### src/rtl/sysid_rd_timer.sv
// Read timeout counter plus retry counter used by the boot checker.
// The timeout counter restarts on load, counts while enabled and saturates
// at its last value; expire is raised while enabled on that last value.
module sysid_rd_timer #(
    parameter int TIMEOUT_CYCLES = 256,
    parameter int MAX_RETRIES    = 2
) (
    input  logic clock,
    input  logic reset_n,
    input  logic load_i,
    input  logic enable_i,
    input  logic retryClr_i,
    input  logic retryInc_i,
    output logic expire_o,
    output logic retriesLeft_o
);

    localparam logic [15:0] COUNT_LAST = 16'(TIMEOUT_CYCLES - 1);
    localparam logic [2:0]  RETRY_MAX  = 3'(MAX_RETRIES);

    logic [15:0] count_q, count_d;
    logic [2:0]  retry_q, retry_d;

    // Next-state for the timeout and retry counters; load and clear take priority.
    always_comb begin
        count_d = count_q;
        retry_d = retry_q;
        if (load_i) begin
            count_d = 16'd0;
        end else if (enable_i && (count_q != COUNT_LAST)) begin
            count_d = count_q + 16'd1;
        end
        if (retryClr_i) begin
            retry_d = 3'd0;
        end else if (retryInc_i && (retry_q != RETRY_MAX)) begin
            retry_d = retry_q + 3'd1;
        end
    end

    // Counter registers, cleared asynchronously by reset.
    always_ff @(posedge clock or negedge reset_n) begin
        if (!reset_n) begin
            count_q <= 16'd0;
            retry_q <= 3'd0;
        end else begin
            count_q <= count_d;
            retry_q <= retry_d;
        end
    end

    assign expire_o      = enable_i && (count_q == COUNT_LAST);
    assign retriesLeft_o = (retry_q < RETRY_MAX);

endmodule

### config.mk
export PLATFORM = sky130hd
export DESIGN_NAME = sysid_rd_timer
export DESIGN_NICKNAME = d
export VERILOG_FILES = /design/src/rtl/sysid_rd_timer.sv
export SDC_FILE = /design/constraint.sdc
export NUM_CORES = 1
export LEC_CHECK = 0
export CORE_MARGIN = 8
export CORE_UTILIZATION = 45
export DETAILED_ROUTE_END_ITERATION = 16
export PLACE_DENSITY = 0.76
export SLEW_MARGIN = 30
export SYNTH_ARGS = -nofsm -noshare
export SYNTH_HDL_FRONTEND = slang
export SYNTH_SLANG_ARGS = --single-unit
### constraint.sdc
create_clock -name clock -period 2.6 [get_ports clock]
set_input_delay 0.26 -clock clock [delete_from_list [all_inputs] [get_ports clock]]
set_output_delay 0.26 -clock clock [all_outputs]
set_load 0.02 [all_outputs]
==> results.cfg, run 1 <==
[synthesis]
ys_seq_area_share_pct = 45.1
synthCells = 110
yosysWarnings = 0
netlist_area_mm2 = 0.00105
synth_seq_cells = 19
synth_area_per_cell_um2 = 9.58
synthesis.nets = 119
yosysUniqueCellTypes = 31

[pwr]
power_mw = 0.512
p_per_area_mw_per_mm2 = 441
ir_worst_vdd_mv = 0.353
p_leak_nw = 0.512

[routing]
first_pass_iters = 4
num_vias = 838
detail_route.vias_per_cell = 5.74
drc = 0
wirelength_um = 1970
antenna_left = 0
wl_per_cell_um = 13.5
drt_iter0_markers = 20

[layout]
syn2layout_area_growth_pct = 10.2
drive_above_1_share_pct = 10.2
fin_util_pct = 52.5
nNetsFinal = 128
final_common_cell = dfrtp_1
most-common-layout-cells = dfrtp_1 (19), a21oi_1 (11), nor2_1 (9), o21ai_0 (9)
antenna_cells = 0
finalNonFillerCells = 146

[clock_tree]
cts_sinks = 19
cts_root_buf = clkbuf_4
clkTransAtPathRegs_ns = 0.11
htree_levels = 1
post_cts_buffers = 0
numCtsBuffers = 3
worstSkewPairLatency_ns = 0.30
cts.path.max_buffers = 2
ctsResizeCount = 0
holdBufCountCts = 0
cts_tree = done

[place]
dp_hpwl_um = 1390
port_buffers = 7
place_inst = 141
gp_congestion = 0.790
place_ws_ns = 0.365

[floorplanning]
num_rows = 17
die_h_um = 64.4
dieWidth_um = 64.4
die_area_mm2 = 0.00415
initial_core_util_pct = 47.6
pin_count = 8
coreArea_mm2 = 0.00221

[hold_path]
hp-class = input port to asynchronous set/reset pin

[global_route]
grt-ovfl-total = 0
grt_pass1_wl_um = 3450
track_usage_pct = 10.3
gr-usage-met1_pct = 12.3
grt_pass1_vias = 780
met2_usage_pct = 15.5
grt_max_degree = 20
grt.met3_usage_pct = 5.23
antenna_found_initial = 0
grt_busiest_layer = met2

[sta]
fmax_mhz = 420
finalCritPeriodShare_pct = 91.5
finalMaxSlewViolations = 0
worst_slew_pin_slew_ns = 0.623
setup_tns_ns = 0
setup_ws_ns = 0.221
finalHoldViolCount = 0
rsz0062_at_grt = no
finalCriticalPeriod_ns = 2.38
finalSetupViolCount = 0
finClkSkew_ns = 0.00407
timing.slew.headroom_pct = 58.3

[critical_path]
crit_arrival_ns = 2.12
crit_fanout = 8
crit_required_ns = 2.34
start_kind = flop
crit_type = flop to output port
cp-end-kind = output port

[run_status]
status = finished, final reports clean

[job]
cap_violations = 0
==> cells in the mapped netlist <==
master    instances  area (um2)
a211oi_1          2        15.0
a21oi_1          11        55.1
a31oi_1           1        6.26
a41oi_1           1        8.76
and2_1            1        6.26
and3_1            5        31.3
and4_1            3        26.3
and4_4            1        11.3
buf_1             1        3.75
buf_6             2        22.5
clkbuf_1          1        3.75
dfrtp_1          19         475
ha_1              3        37.5
inv_1             2        7.51
mux2_4            1        15.0
mux2i_1           2        20.0
nand2_1           8        30.0
nand2b_1          2        12.5
nand3_1           5        25.0
nand4_1           2        12.5
nand4_2           1        12.5
nor2_1            9        33.8
nor2b_1           1        6.26
nor2b_2           1        8.76
nor3_1            1        5.00
nor4_2            2        25.0
o21ai_0           9        45.0
or2_2             1        6.26
or3_1             8        50.1
xnor2_1           1        8.76
xor2_1            3        26.3
==> cell families (layout without fill, tap and decap cells) <==
group	count (synthesis)	after routing	share of synthesized area, %
and+or+nand+nor	51	51	28.7
adders and majority gates	3	3	3.56
AOI/OAI and AO/OA	24	24	12.4
buffers and inverters	6	14	3.56
xor gates and xnor gates	4	4	3.33
DFF	19	19	45.1
muxes	3	3	3.33
==> per-stage QoR <==
stage,cell area [um2],hold slack (ns)
finish,1160,0.421
global placement,1130,0.541
detailed placement,1130,0.561
CTS,1160,0.464
global route,1160,0.451
floorplan,1050,-0.0356
==> registers in the layout, indices dropped and copies added, names as in the netlist <==
name,count
count_q,16
retry_q,3
==> layout make-up <==
cell class / count / area (um2)
Sequential cell: 19 / 475
Clock buffer: 3 / 22.5
Timing Repair Buffer: 8 / 75.1
Clock inverter: 1 / 5.00
Fill cell: 228 / 1050
Inverter: 2 / 7.51
Tap cell: 28 / 35.0
Multi-Input combinational cell: 85 / 541
==> critical path, stage by stage, from the launching register on <==
cell and delay [ns]:
dfrtp_1 0.39, ha_1 0.21, and4_1 0.36, nand2_1 0.13, nor2_1 0.11, clkdlybuf4s50_1 0.60
==> where the power goes <==
group	internal, mW	switching (mW)	total (mW)
Sequential	0.302	0.00564	0.308
Combinational	0.0243	0.0290	0.0533
Clock	0.0574	0.0938	0.151
==> worst paths after layout <==
check / start / to / slack, ns / depth (start not counted)
worst max-delay path: count_q[0]$_DFFE_PN0P_ / expire_o / 0.22 / 5
worst min-delay path: reset_n / count_q[2]$_DFFE_PN0P_ / 0.42 / 2
worst max register to register: count_q[0]$_DFFE_PN0P_ / count_q[0]$_DFFE_PN0P_ / 0.69 / 5
worst min register to register: count_q[1]$_DFFE_PN0P_ / count_q[1]$_DFFE_PN0P_ / 0.57 / 2
min in group clock: retryClr_i / retry_q[0]$_DFFE_PN0P_ / 0.57 / 2
max in group asynchronous: reset_n / count_q[14]$_DFFE_PN0P_ / 1.88 / 2
==> routing by layer <==
layer / vias to the layer above / share of wire (%)
li1: 414 / -
met1: 400 / 46
met2: 22 / 46
met3: 2 / 6.4
met4: 0 / 0.86
met5: - / 0
No activity file was read; power rests on OpenSTA's default activity.
==> inputs of run 2 (changes only) <==
==> constraint.sdc (replaced) <==
create_clock -name clock -period 2.4 [get_ports clock]
set_input_delay 0.24 -clock clock [delete_from_list [all_inputs] [get_ports clock]]
set_output_delay 0.24 -clock clock [all_outputs]
set_load 0.02 [all_outputs]
==> results.cfg, run 2 (synthesis results as in run 1) <==
[pwr]
ir_worst_vdd_mv = 0.292
swShare_pct = 24.4
power.share.clock_pct = 29.2
p_leak_nw = 0.534
pwr-share-comb_pct = 10.8
seqPwrFrac_pct = 60.0
power_mw = 0.556
internal-power_mw = 0.421
p_per_area_mw_per_mm2 = 474
p_switching_mw = 0.135

[sta]
finClkSkew_ns = 0.00771
rsz0062_at_grt = no
finalHoldViolCount = 0
finalCriticalPeriod_ns = 1.92
setup_tns_ns = 0
worst_slew_pin_slew_ns = 0.634
finalMaxSlewViolations = 0
finalCritPeriodShare_pct = 80.0
fmax_mhz = 521
finalSetupViolCount = 0
timing.slew.headroom_pct = 57.6

[routing]
num_vias = 851
detail_route.vias_per_cell = 5.79
antenna_left = 0
wl_per_cell_um = 13.6
wirelength_um = 2000
first_pass_iters = 4
drt_iter0_markers = 34
drc = 0

[layout]
antenna_cells = 0
regMostFlops = count_q
final_common_cell = dfrtp_1
drive_above_1_share_pct = 10.9
most-common-layout-cells = dfrtp_1 (19), a21oi_1 (11), nor2_1 (9), o21ai_0 (9)
nNetsFinal = 129
syn2layout_area_growth_pct = 11.4
reg_top3 = count_q: 16 flops, retry_q: 3 flops
largest_reg_flops = 16
fin_util_pct = 53.1
fin_area_mm2 = 0.00117

[floorplanning]
dieWidth_um = 64.4
coreArea_mm2 = 0.00221
num_rows = 17
die_h_um = 64.4
die_area_mm2 = 0.00415
initial_core_util_pct = 47.6
pin_count = 8

[clock_tree]
htree_levels = 1
cts_tree = done
clkTransAtPathRegs_ns = 0.11
cts.path.max_buffers = 2
post_cts_buffers = 0
worstSkewPairLatency_ns = 0.30
cts_root_buf = clkbuf_4
numCtsBuffers = 3
cts_sinks = 19

[critical_path]
crit_required_ns = 2.16
crit_type = flop to output port
crit_arrival_ns = 1.68
start_kind = flop
cp-end-kind = output port
critPathLaunch = count_q[0]$_DFFE_PN0P_
reg2reg_to = count_q[0]$_DFFE_PN0P_
crit_fanout = 8
reg2reg_depth = 5
r2r_slack_ns = 0.50
r2r-start = count_q[0]$_DFFE_PN0P_

[global_route]
grt_max_degree = 20
antenna_found_initial = 0
grt_pass1_vias = 785
grt-ovfl-total = 0
track_usage_pct = 9.97
grt_pass1_wl_um = 3330

[hold_path]
hp-class = input port to asynchronous set/reset pin

[place]
dpl-instance-area_mm2 = 0.00114
dp_hpwl_um = 1430
port_buffers = 7
gp_congestion = 0.845

[run_status]
status = finished, final reports clean

[job]
cap_violations = 0
-- run 2: cell count changes in the layout (fill, tap and decap cells not counted), sizes merged --
cell | before | now
dlygate4sd3 | 1 | 0
dlymetal6s2s | 0 | 1
buf | 1 | 2
clkinv | 1 | 0
clkbuf | 3 | 4
-- run 2: worst max-delay path by stage --
stage / slack (ns) / end
after global routing: 0.35 / expire_o
after CTS: 0.05 / expire_o
after global placement: 0.36 / expire_o
after detailed placement: 0.34 / expire_o
final: 0.48 / expire_o
after floorplan: 0.60 / count_q[0]$_DFFE_PN0P_
-- run 2: power groups by stage --
stage / registers, mW / clock network [mW] / logic [mW]
finish: 0.334 / 0.162 / 0.0601
global route: 0.335 / 0.182 / 0.0674
CTS: 0.334 / 0.169 / 0.0614
detailed placement: 0.340 / 0 / 0.0611
global placement: 0.339 / 0 / 0.0582
floorplan: 0.339 / 0 / 0.0322
-- run 2: final cells by class --
class                   instances  area (um2)
fillers                       215        1040
multi-input cells              85         542
flip-flops and latches         19         475
repair buffers                  9        87.6
well taps                      28        35.0
clock buffers                   4        26.3
inverters                       2        7.51
-- run 2: metal layers --
metal / vias to the layer above / wire (um) / share of wire (%) / global-route usage [%]
met5: - / 0 / 0 / 0
met4: 0 / 26 / 1.3 / 5.72
met3: 4 / 105 / 5.2 / 3.48
met2: 19 / 915 / 46 / 15.7
met1: 409 / 954 / 48 / 11.5
li1: 419 / - / - / -
-- run 2: metrics by stage --
step	setup WS, ns	hold slack, ns	instances
global route	0.353	0.279	147
detailed placement	0.344	0.570	143
CTS	0.0538	0.268	147
floorplan	0.601	-0.0556	110
global placement	0.364	0.546	143
finish	0.480	0.263	147
-- run 2: worst max-delay path: stages (launching register included) --
cell and delay [ns]:
dfrtp_1 0.39, ha_1 0.22, and4_2 0.33, nand2_1 0.11, nor2_1 0.11, dlymetal6s2s_1 0.23
-- run 2: what timing repair did --
action,in CTS,in global routing
gates resized for setup,0,2
endpoints found under the setup margin,0,1
hold endpoints to repair,0,0
hold buffers,0,0
